===== config.mk =====
export PLATFORM = sky130hd
export DESIGN_NAME = mem_arbiter
export DESIGN_NICKNAME = d
export VERILOG_FILES = /design/src/rtl/riscv_pkg.sv /design/src/rtl/rr_arb2.sv /design/src/rtl/mem_arbiter.sv
export SDC_FILE = /design/constraint.sdc
export NUM_CORES = 1
export LEC_CHECK = 0
export BUFFER_PORTS_ARGS = -buffer_cell sky130_fd_sc_hd__buf_4
export CORE_AREA = 2 2 85 87
export CTS_CLUSTER_SIZE = 12
export DETAILED_ROUTE_END_ITERATION = 12
export DIE_AREA = 0 0 87 89
export MAX_ROUTING_LAYER = met4
export PLACE_DENSITY_LB_ADDON = 0.15
export SYNTH_ARGS = -nofsm -noshare
export SYNTH_HDL_FRONTEND = slang
export SYNTH_SLANG_ARGS = --single-unit

===== constraint.sdc =====
create_clock -name clk -period 4.2 [get_ports clk]
set_clock_uncertainty 0.2 [all_clocks]
set_input_delay 0 -clock clk [delete_from_list [all_inputs] [get_ports clk]]
set_output_delay 0 -clock clk [all_outputs]
set_load 0.01 [all_outputs]

===== src/rtl/riscv_pkg.sv =====
// Shared definitions for the memory arbiter: FSM encoding, default sizes,
// and the word-address range check used by both ports.
package riscv_pkg;

  localparam int unsigned ADDR_WORDS_DEF = 4096;
  localparam int unsigned AW_DEF         = 12;

  typedef enum logic [1:0] {
    IDLE   = 2'd0,
    RESP_F = 2'd1,
    RESP_D = 2'd2
  } arb_state_t;

  // True when the word address (byte address bits [31:2]) lies beyond the RAM.
  function automatic logic word_oor(input logic [29:0] word, input int unsigned words);
    return word >= 30'(words);
  endfunction

endpackage


===== src/rtl/rr_arb2.sv =====
// Two-way round-robin winner select; purely combinational, the last-grant
// flag is owned by the caller.
module rr_arb2 (
  input  logic req_f,
  input  logic req_d,
  input  logic last_f,
  output logic gnt_f,
  output logic gnt_d
);

  // On a conflict the port that did not win last time is chosen.
  always_comb begin
    gnt_d = req_d & (~req_f | last_f);
    gnt_f = req_f & (~req_d | ~last_f);
  end

endmodule


===== src/rtl/mem_arbiter.sv =====
// Shared single-port RAM arbiter between an instruction-fetch port and a
// load/store port: grant in IDLE, respond in the following cycle.
module mem_arbiter
  import riscv_pkg::*;
#(
  parameter int unsigned ADDR_WORDS = ADDR_WORDS_DEF,
  parameter int unsigned AW         = AW_DEF
) (
  input  logic          clk,
  input  logic          reset,
  input  logic          f_req,
  input  logic [31:0]   f_addr,
  output logic          f_gnt,
  output logic          f_rvalid,
  input  logic          d_req,
  input  logic [31:0]   d_addr,
  input  logic [3:0]    d_wmask,
  input  logic [31:0]   d_wdata,
  output logic          d_gnt,
  output logic          d_done,
  output logic          d_err,
  output logic [31:0]   rdata,
  output logic [AW-1:0] mem_addr,
  output logic          mem_ren,
  output logic [3:0]    mem_wmask,
  output logic [31:0]   mem_wdata,
  input  logic [31:0]   mem_rdata
);

  arb_state_t state, state_nx;
  logic       last_f, last_f_nx;
  logic       rsp_err, rsp_err_nx;
  logic       rsp_wr, rsp_wr_nx;
  logic       win_f, win_d;
  logic       f_oor, d_oor;
  logic       unused_lsbs;

  assign unused_lsbs = ^{f_addr[1:0], d_addr[1:0]};
  assign f_oor = word_oor(f_addr[31:2], ADDR_WORDS);
  assign d_oor = word_oor(d_addr[31:2], ADDR_WORDS);

  rr_arb2 u_rr_arb2 (
    .req_f  (f_req),
    .req_d  (d_req),
    .last_f (last_f),
    .gnt_f  (win_f),
    .gnt_d  (win_d)
  );

  always_ff @(posedge clk or posedge reset) begin
    if (reset) begin
      state   <= IDLE;
      last_f  <= 1'b1;
      rsp_err <= 1'b0;
      rsp_wr  <= 1'b0;
    end else begin
      state   <= state_nx;
      last_f  <= last_f_nx;
      rsp_err <= rsp_err_nx;
      rsp_wr  <= rsp_wr_nx;
    end
  end

  always_comb begin
    state_nx   = state;
    last_f_nx  = last_f;
    rsp_err_nx = rsp_err;
    rsp_wr_nx  = rsp_wr;
    f_gnt      = 1'b0;
    f_rvalid   = 1'b0;
    d_gnt      = 1'b0;
    d_done     = 1'b0;
    d_err      = 1'b0;
    rdata      = '0;
    mem_addr   = '0;
    mem_ren    = 1'b0;
    mem_wmask  = '0;
    mem_wdata  = '0;
    case (state)
      IDLE: begin
        // Reset also masks the grant path since state alone is already IDLE.
        if (!reset && win_f) begin
          f_gnt      = 1'b1;
          mem_addr   = f_addr[AW+1:2];
          mem_ren    = ~f_oor;
          rsp_err_nx = f_oor;
          rsp_wr_nx  = 1'b0;
          last_f_nx  = 1'b1;
          state_nx   = RESP_F;
        end else if (!reset && win_d) begin
          d_gnt      = 1'b1;
          mem_addr   = d_addr[AW+1:2];
          mem_ren    = ~d_oor & (d_wmask == 4'h0);
          if (!d_oor) begin
            mem_wmask = d_wmask;
            mem_wdata = (d_wmask != 4'h0) ? d_wdata : '0;
          end
          rsp_err_nx = d_oor;
          rsp_wr_nx  = (d_wmask != 4'h0);
          last_f_nx  = 1'b0;
          state_nx   = RESP_D;
        end
      end
      RESP_F: begin
        f_rvalid = 1'b1;
        rdata    = rsp_err ? '0 : mem_rdata;
        state_nx = IDLE;
      end
      RESP_D: begin
        d_done   = 1'b1;
        d_err    = rsp_err;
        rdata    = (rsp_err || rsp_wr) ? '0 : mem_rdata;
        state_nx = IDLE;
      end
      default: state_nx = IDLE;
    endcase
  end

endmodule


==> results of run 1 <==
==> what timing repair did <==
| item | 4_1_cts | 5_1_grt |
|---|---|---|
| hold endpoints to repair | 8 | 0 |
| buffers inserted | 0 | 0 |
| hold buffers | 4 | 0 |
| setup endpoints to repair | 0 | 0 |
==> report_power, final <==
part | total, W | switching [W] | internal, W
clock | 0.0000882 | 0.0000231 | 0.0000651
sequential | 0.0000793 | 0.00000975 | 0.0000695
combinational | 0.000305 | 0.000127 | 0.000178
==> layout make-up <==
cell class              count  area (sq um)  area share, %
flip-flops and latches      5           126           4.45
multi-input cells         123           860           30.3
inverters                   8          30.0           1.06
well taps                  80           100           3.53
clock buffers               4          45.0           1.59
repair buffers            222          1680           59.1
==> logic make-up after synthesis <==
| kind of cell | after synthesis | synth area share [%] |
|---|---|---|
| compound gates | 22 | 16.2 |
| simple gates | 98 | 60.5 |
| fa+ha+maj | 3 | 3.53 |
| flops | 5 | 11.9 |
| buf+inv | 16 | 7.87 |
==> worst reg2reg max path: cells and delay by family, from the launching register on <==
kind | cells | cell delay [ns]
AO/OA/AOI/OAI | 2 | 0.34
flip-flops | 1 | 0.37
AND/OR/NAND/NOR | 2 | 0.72
buffers and inverters | 1 | 0.10
adder cells (fa/ha/maj) | 1 | 0.22
==> cells in the mapped netlist (all sizes together) <==
| cell | number |
|---|---|
| o21a | 1 |
| nand2 | 5 |
| a32o | 1 |
| nor2 | 5 |
| a22o | 12 |
| o31ai | 1 |
| nand2b | 1 |
| and2b | 1 |
| nor3b | 1 |
| nor4 | 10 |
| o21ai | 2 |
| and2 | 69 |
| a21oi | 2 |
| dfstp | 1 |
| o22ai | 1 |
| nand3 | 4 |
| or4 | 1 |
| clkbuf | 4 |
| ha | 3 |
| nor3 | 1 |
| a221oi | 1 |
| inv | 8 |
| buf | 4 |
| dfrtp | 4 |
| a21o | 1 |
==> worst max-delay path by stage <==
stage	from	end	slack, ns	cells after the start
finish	state[0]$_DFFE_PP0P_	mem_wdata[5]	1.41	7
global route	state[1]$_DFFE_PP0P_	mem_wdata[23]	1.12	7
CTS	state[0]$_DFFE_PP0P_	mem_wdata[5]	1.35	7
detailed placement	state[0]$_DFFE_PP0P_	mem_wdata[5]	1.59	7
global placement	state[0]$_DFFE_PP0P_	mem_wdata[5]	1.62	7
floorplan	state[0]$_DFFE_PP0P_	mem_wdata[10]	2.34	7
==> metrics by stage <==
step / hold WS [ns] / utilization [%]
6_report: 0.0620 / 42.2
4_1_cts: 0.0484 / 42.2
2_1_floorplan: -0.405 / -
5_1_grt: 0.0880 / 42.2
3_5_place_dp: -0.255 / 41.0
3_3_place_gp: -0.259 / 41.0
==> flip-flops by register name, summed over array words and instances (netlist names) <==
| signal | flops |
|---|---|
| rsp_err | 1 |
| last_f | 1 |
| state | 2 |
| rsp_wr | 1 |
==> routing by layer <==
metal  part of all wire (%)  global-route usage, %
met1                     35                   13.5
met3                     12                   4.71
met4                      0                  0.852
met5                      0                      -
met2                     53                   23.9
==> reports/metrics.yaml, run 1 <==
floorplanning:
  start_util_pct: 15.8
  die_area_sq_um: 7740
  core-area_sq_um: 6720
  boundaryPins: 222
  die_w_um: 87
  rows: 30
  die_h_um: 89
global_routing:
  grt_overflow_total: 0
  grt_pass1_wl_um: 7540
  antenna_found_initial: 0
  grt_max_degree: 33
  grt_pass1_vias: 1591
  grt_usage_pct: 12.8
power:
  finalPower_w: 0.000472
  p_per_area_nw_per_um2: 166
  p_leak_nw: 1.58
  max-vdd-ir-drop_mv: 0.138
timing:
  setup_violations: 0
  min_period_ns: 2.79
  fin_crit_sh_pct: 66.5
  fin_ws_ns: 1.41
  fmax_ghz: 0.358
  maxSlewHeadroom_pct: 29.5
  hold_violations: 0
  setup_tns_ns: 0
  worstMarginPinSlew_ns: 1.05
  drv_slew: 0
  rsz0062_at_grt: "false"
detailed_routing:
  num_vias: 1805
  drc_errors: 0
  viasPerCell: 4.08
  first_iter_violations: 26
  wl_per_cell_um: 13.1
  ant_nets: 0
  first_pass_iters: 4
  drt-total-wl_um: 5790
min_path:
  min-delay-start: "f_req"
  min_path_cells: 4
  min_to: "rsp_err$_DFFE_PP0P_"
  hp-class: "primary input to flip-flop"
critical_path:
  cp_slowest_cell: "nor4_4"
  crit_family: "simple AND/OR/NAND/NOR gates"
  crit_chain: "inv_1 > ha_1 > and2b_1 > nand3_2 > nor4_4 > and2_1 > buf_4"
  crit_buf_inv: 2
  cp.required_ns: 4.00
  r2r-end: "rsp_err$_DFFE_PP0P_"
  r2r_cells: 6
  end_kind: "output port"
  crit_path_max_incr_delay_ns: 0.96
  cp-start-kind: "flip-flop"
  crit_arrival_ns: 2.59
  crit_type: "flip-flop to output port"
  cp_max_fo: 32
  r2r_slack_ns: 2.09
  r2r_start: "state[0]$_DFFE_PP0P_"
place:
  dp_slack_ns: 1.59
  place_area_sq_um: 2750
  gp_congestion: 0.752
  dp.cells: 434
  hpwlAfterDp_um: 5050
  io_buffer_count: 217
yosys:
  syn_area_sq_um: 1060
  synth_seq_area_share_pct: 11.9
  synth_nets: 283
  synth.distinct_cells: 30
  ys_ff_latch: 5
  yosysWarnings: 0
  yosysTopAreaCellShare_pct: 40.5
  syn_area_per_cell_sq_um: 7.39
  yosysTopAreaCell: "and2_1"
  netlist_instances: 144
  synthTopCellsByArea: "and2_1 41%, a22o_1 9.9%, dfrtp_1 9.4%"
clock_tree:
  cts_sinks: 5
  cts_resized: 0
  numCtsBuffers: 3
  cts-root-buf: "clkbuf_8"
  path_clk_slew_ns: 0.04
  insertion_delay_ns: 0.22
  cts_tree: "yes"
  clock_path_buffers: 2
  cts-htree-levels: 1
final_layout:
  mostFrequentLayoutCells: "218 x buf_4, 69 x and2_1, 12 x a22o_1"
  num-fill-cells: 705
  drive_gt1_share_pct: 63.3
  final_area_sq_um: 2840
  final_cells: 442
  final_common_cell: "buf_4"
  nNetsFinal: 502
  antennaDiodeCount: 0
  areaGrowthSynthToFinish_pct: 167
flow_run:
  max_cap_violations: 0
status:
  status: "finished, final reports clean"
No activity file was read; power rests on OpenSTA's default activity.
==> run 2, diff against run 1 <==
--- a/config.mk
+++ b/config.mk
@@ -6,10 +6,10 @@
 export NUM_CORES = 1
 export LEC_CHECK = 0
 export BUFFER_PORTS_ARGS = -buffer_cell sky130_fd_sc_hd__buf_4
-export CORE_AREA = 2 2 85 87
+export CORE_AREA = 2 2 87 89
 export CTS_CLUSTER_SIZE = 12
 export DETAILED_ROUTE_END_ITERATION = 12
-export DIE_AREA = 0 0 87 89
+export DIE_AREA = 0 0 89 91
 export MAX_ROUTING_LAYER = met4
 export PLACE_DENSITY_LB_ADDON = 0.15
 export SYNTH_ARGS = -nofsm -noshare
==> constraint.sdc (replaced) <==
create_clock -name clk -period 2.3 [get_ports clk]
set_clock_uncertainty 0.2 [all_clocks]
set_input_delay 0 -clock clk [delete_from_list [all_inputs] [get_ports clk]]
set_output_delay 0 -clock clk [all_outputs]
set_load 0.01 [all_outputs]
==> run 2 against run 1 <==
Compared with the run above:
- utilization grew 1.8 points
- global-route usage fell by 0.86 points
- critical endpoint is now mem_wdata[14]
- critical path type unchanged
- largest power group unchanged
- sequential cell count unchanged
- register-to-register slack got worse by 1.6 ns
- first-iteration DRC count fell by 38%
- clock power up 86%
- wire length grew 0.93%
- final cell count up 7.2%
- non-clock buffer count rose by 13
- worst setup slack got worse by 1.4 ns
==> reports/metrics.yaml, run 2 (synthesis gave the netlist of run 1 again) <==
clock_tree:
  cts_tree: "yes"
  path_clk_slew_ns: 0.04
  insertion_delay_ns: 0.22
  cts-htree-levels: 1
  numCtsBuffers: 3
  clock_path_buffers: 2
  cts_sinks: 5
  cts-root-buf: "clkbuf_8"
timing:
  setup_tns_ns: 0
  worstMarginPinSlew_ns: 0.684
  fin_crit_sh_pct: 99.8
  setup_violations: 0
  rsz0062_at_grt: "true"
  drv_slew: 0
  hold_violations: 0
  min_period_ns: 2.30
  fmax_ghz: 0.436
  maxSlewHeadroom_pct: 54.0
critical_path:
  crit_buf_inv: 4
  crit_path_max_incr_delay_ns: 0.40
  crit_family: "simple AND/OR/NAND/NOR gates"
  crit_chain: "inv_2 > ha_4 > and2b_2 > nand3_4 > nor4_4 > buf_4 > clkbuf_16 > and2_1 > buf_6"
  r2r_slack_ns: 0.47
  crit_type: "flip-flop to output port"
  cp-start-kind: "flip-flop"
  end_kind: "output port"
  crit_arrival_ns: 2.10
  cp_max_fo: 8
  cp_slowest_cell: "dfrtp_1"
  cp.required_ns: 2.10
global_routing:
  grt_pass1_vias: 1760
  grt_use_met3_pct: 2.91
  antenna_found_initial: 0
  use_met2_pct: 25.7
  grt_overflow_total: 0
  globalRoute.busiestLayer: "met2"
  grt_usage_pct: 12.0
  use_met1_pct: 10.4
  grt_max_degree: 33
  grt_pass1_wl_um: 7600
final_layout:
  final_area_sq_um: 3150
  antennaDiodeCount: 0
  largest-register: "state"
  multi_input_comb_area_sq_um: 927
  num-fill-cells: 750
  mostFrequentLayoutCells: "209 x buf_4, 53 x and2_1, 19 x buf_6"
  final_common_cell: "buf_4"
  drive_gt1_share_pct: 70.1
  areaGrowthSynthToFinish_pct: 195
  seq_area_sq_um: 126
  largest_reg_flops: 2
  nNetsFinal: 515
detailed_routing:
  first_pass_iters: 3
  viasPerCell: 4.00
  drt-total-wl_um: 5850
  first_iter_violations: 16
  drc_errors: 0
  wl_per_cell_um: 12.3
  num_vias: 1894
  ant_nets: 0
floorplanning:
  die_h_um: 91
  start_util_pct: 14.9
  rows: 31
  die_w_um: 89
  core-area_sq_um: 7140
  die_area_sq_um: 8100
  boundaryPins: 222
place:
  gp_congestion: 0.736
  place_area_sq_um: 2830
  hpwlAfterDp_um: 4780
  io_buffer_count: 217
power:
  p_per_area_nw_per_um2: 308
  max-vdd-ir-drop_mv: 0.364
  p_leak_nw: 1.69
min_path:
  hp-class: "primary input to flip-flop"
status:
  status: "finished, final reports clean"
flow_run:
  max_cap_violations: 0
-- run 2: changes by cell type in the layout (fill, tap and decap cells not counted), sizes merged --
cell | previous run | this run
buf | 218 | 229
clkbuf | 4 | 6
-- run 2: power by group --
group / switching, W / leakage [nW] / internal [W]
combinational: 0.000260 / 1.61 / 0.000398
clock: 0.0000445 / 0.0228 / 0.000119
sequential: 0.0000215 / 0.0579 / 0.000127
-- run 2: worst paths after layout --
| kind | startpoint | to | cells after the start |
|---|---|---|---|
| max | state[1]$_DFFE_PP0P_ | mem_wdata[14] | 9 |
| min | f_req | state[1]$_DFFE_PP0P_ | 4 |
| max reg2reg | state[1]$_DFFE_PP0P_ | rsp_err$_DFFE_PP0P_ | 7 |
| min reg2reg | rsp_wr$_DFFE_PP0P_ | rsp_wr$_DFFE_PP0P_ | 2 |
| max in group asynchronous | reset | last_f$_DFFE_PP1P_ | 3 |
| min in group asynchronous | reset | rsp_err$_DFFE_PP0P_ | 3 |
-- run 2: worst min-delay path: stages --
cell	delay [ns]
buf_4	0.09
nand2b_1	0.08
nand3_4	0.13
o31ai_1	0.08
-- run 2: repair_timing --
| item | in CTS | in global routing |
|---|---|---|
| endpoints found under the hold margin | 8 | 0 |
| pin swaps | 1 | 20 |
| setup buffers | 0 | 5 |
| gates resized for setup | 1 | 41 |
| hold buffers | 4 | 0 |
| setup endpoints to repair | 20 | 33 |
| cloned | 0 | 3 |
-- run 2: layout make-up --
class                   instances  area share (%)
well taps                      99            3.94
flip-flops and latches          5            4.02
inverters                       8           0.955
repair buffers                235            60.2
multi-input cells             123            29.5
clock buffers                   4            1.43
-- run 2: stage by stage --
step                util [%]  setup slack [ns]  power (W)  cells  hold slack, ns
CTS                     40.8            0.0129   0.000892    466          0.0272
detailed placement      39.6             0.185   0.000716    458          -0.238
floorplan                  -             0.443   0.000381    144          -0.405
global placement        39.6             0.162   0.000710    458          -0.253
global route            44.1           -0.0881    0.00106    474          0.0469
finish                  44.1           0.00496   0.000970    474         0.00909
-- run 2: per-layer routing --
layer  vias to the layer above  part of all wire (%)
met5                         -                     0
met4                         0                  0.46
met3                         2                   9.8
met2                       105                    59
met1                       838                    31
li1                        949                     -
==> run 3, diff against run 2 <==
--- a/config.mk
+++ b/config.mk
@@ -6,10 +6,10 @@
 export NUM_CORES = 1
 export LEC_CHECK = 0
 export BUFFER_PORTS_ARGS = -buffer_cell sky130_fd_sc_hd__buf_4
-export CORE_AREA = 2 2 87 89
+export CORE_AREA = 2 2 85 87
 export CTS_CLUSTER_SIZE = 12
 export DETAILED_ROUTE_END_ITERATION = 12
-export DIE_AREA = 0 0 89 91
+export DIE_AREA = 0 0 87 89
 export MAX_ROUTING_LAYER = met4
 export PLACE_DENSITY_LB_ADDON = 0.15
 export SYNTH_ARGS = -nofsm -noshare
==> constraint.sdc (replaced) <==
create_clock -name clk -period 2.7 [get_ports clk]
set_clock_uncertainty 0.2 [all_clocks]
set_input_delay 0 -clock clk [delete_from_list [all_inputs] [get_ports clk]]
set_output_delay 0 -clock clk [all_outputs]
set_load 0.01 [all_outputs]
==> run 3 against run 2 <==
Compared with the run above:
- worst setup slack better by 0.31 ns
- critical endpoint is now mem_ren
- utilization down 1.6 points
- die area down 4.4%
- via count down 3.7%
- first-iteration DRC count up 38%
- critical path depth down 2
- final cell count down 6.3%
- sequential share of layout area up 0.41 points
- global-route usage up 0.87 points
- sequential power down 16%
- clock-buffer cell count unchanged
- hold slack better by 0.038 ns
- critical path type unchanged
==> reports/metrics.yaml, run 3 (synthesis gave the netlist of run 1 again) <==
place:
  io_buffer_count: 217
  hpwlAfterDp_um: 5160
  dp.cells: 436
  dp_slack_ns: 0.461
  gp_congestion: 0.733
critical_path:
  cp-start-kind: "flip-flop"
  end_kind: "output port"
  crit_arrival_ns: 2.18
  cp.required_ns: 2.50
  crit_type: "flip-flop to output port"
  cp_max_fo: 4
  r2r_cells: 6
floorplanning:
  die_w_um: 87
  die_area_sq_um: 7740
  core-area_sq_um: 6720
  start_util_pct: 15.8
  die_h_um: 89
  rows: 30
  boundaryPins: 222
clock_tree:
  cts_resized: 0
  cts-root-buf: "clkbuf_8"
  cts_sinks: 5
  cts_tree: "yes"
  clock_path_buffers: 2
  path_clk_slew_ns: 0.03
  insertion_delay_ns: 0.22
  numCtsBuffers: 3
  cts-htree-levels: 1
min_path:
  min_path_cells: 4
  hp-class: "primary input to flip-flop"
global_routing:
  grt_pass1_wl_um: 7610
  grt_overflow_total: 0
  grt_max_degree: 33
  grt_pass1_vias: 1582
  grt_usage_pct: 12.8
  antenna_found_initial: 0
timing:
  drv_slew: 0
  worstMarginPinSlew_ns: 0.641
  setup_tns_ns: 0
  min_period_ns: 2.38
  hold_violations: 0
  maxSlewHeadroom_pct: 56.9
  setup_violations: 0
  fin_ws_ns: 0.320
  fin_crit_sh_pct: 88.2
  rsz0062_at_grt: "false"
  fmax_ghz: 0.420
final_layout:
  mostFrequentLayoutCells: "220 x buf_4, 69 x and2_1, 12 x a22o_1"
  largest-register: "state"
  drive_gt1_share_pct: 63.5
  final_common_cell: "buf_4"
  nNetsFinal: 504
  num-fill-cells: 719
  largest_reg_flops: 2
  areaGrowthSynthToFinish_pct: 168
  final_cells: 444
  antennaDiodeCount: 0
  post-route-util_pct: 42.5
detailed_routing:
  ant_nets: 0
  drt-total-wl_um: 5850
  drc_errors: 0
  first_iter_violations: 22
  wl_per_cell_um: 13.2
  viasPerCell: 4.11
  num_vias: 1823
  first_pass_iters: 4
flow_run:
  max_cap_violations: 0
status:
  status: "finished, final reports clean"
power:
  p_leak_nw: 1.59
  max-vdd-ir-drop_mv: 0.292
  p_per_area_nw_per_um2: 259
==> run 3: repair_timing <==
| item | 4_1_cts | 5_1_grt |
|---|---|---|
| hold buffers | 4 | 0 |
| endpoints found under the hold margin | 8 | 0 |
| setup buffers | 0 | 0 |
==> run 3: critical path, cell delays in order (launching register included) <==
cell	delay, ns
dfrtp_1	0.37
inv_1	0.10
ha_1	0.23
and2b_1	0.17
o21ai_0	0.19
nor4_1	0.57
a32o_1	0.20
buf_4	0.12
==> run 3: worst paths after layout <==
kind | start | end | slack, ns
hold / removal | f_req | state[1]$_DFFE_PP0P_ | 0.05
setup reg to reg | state[1]$_DFFE_PP0P_ | rsp_err$_DFFE_PP0P_ | 0.54
setup / recovery | state[1]$_DFFE_PP0P_ | mem_ren | 0.32
min in group asynchronous | reset | rsp_wr$_DFFE_PP0P_ | 0.09
hold reg to reg | rsp_wr$_DFFE_PP0P_ | rsp_wr$_DFFE_PP0P_ | 0.31
max in group asynchronous | reset | last_f$_DFFE_PP1P_ | 1.94
==> run 3: routing by layer <==
layer | routed length (um) | share of wire (%) | GRT usage [%]
met5 | 0 | 0 | -
met4 | 33 | 0.56 | 1.14
met2 | 3070 | 52 | 23.5
met1 | 2080 | 36 | 14.2
met3 | 665 | 11 | 3.97
==> run 3: layout make-up <==
| type | count | area (sq um) | share of cell area (%) |
|---|---|---|---|
| well taps | 80 | 100 | 3.51 |
| multi-input cells | 123 | 860 | 30.1 |
| inverters | 8 | 30.0 | 1.05 |
| repair buffers | 224 | 1690 | 59.3 |
| flip-flops and latches | 5 | 126 | 4.43 |
| clock buffers | 4 | 45.0 | 1.58 |
==> run 3: stage by stage <==
step | cell area, sq um | hold WS [ns] | total power [W]
2_1_floorplan | 1060 | -0.405 | 0.000324
3_3_place_gp | 2770 | -0.256 | 0.000597
3_5_place_dp | 2770 | -0.247 | 0.000605
4_1_cts | 2850 | 0.0390 | 0.000750
5_1_grt | 2850 | 0.0926 | 0.000795
6_report | 2850 | 0.0467 | 0.000740
==> run 3: power by group <==
| group | total [W] | switching, W | internal, W |
|---|---|---|---|
| Sequential | 0.000124 | 0.0000156 | 0.000108 |
| Combinational | 0.000480 | 0.000198 | 0.000282 |
| Clock | 0.000136 | 0.0000352 | 0.000101 |
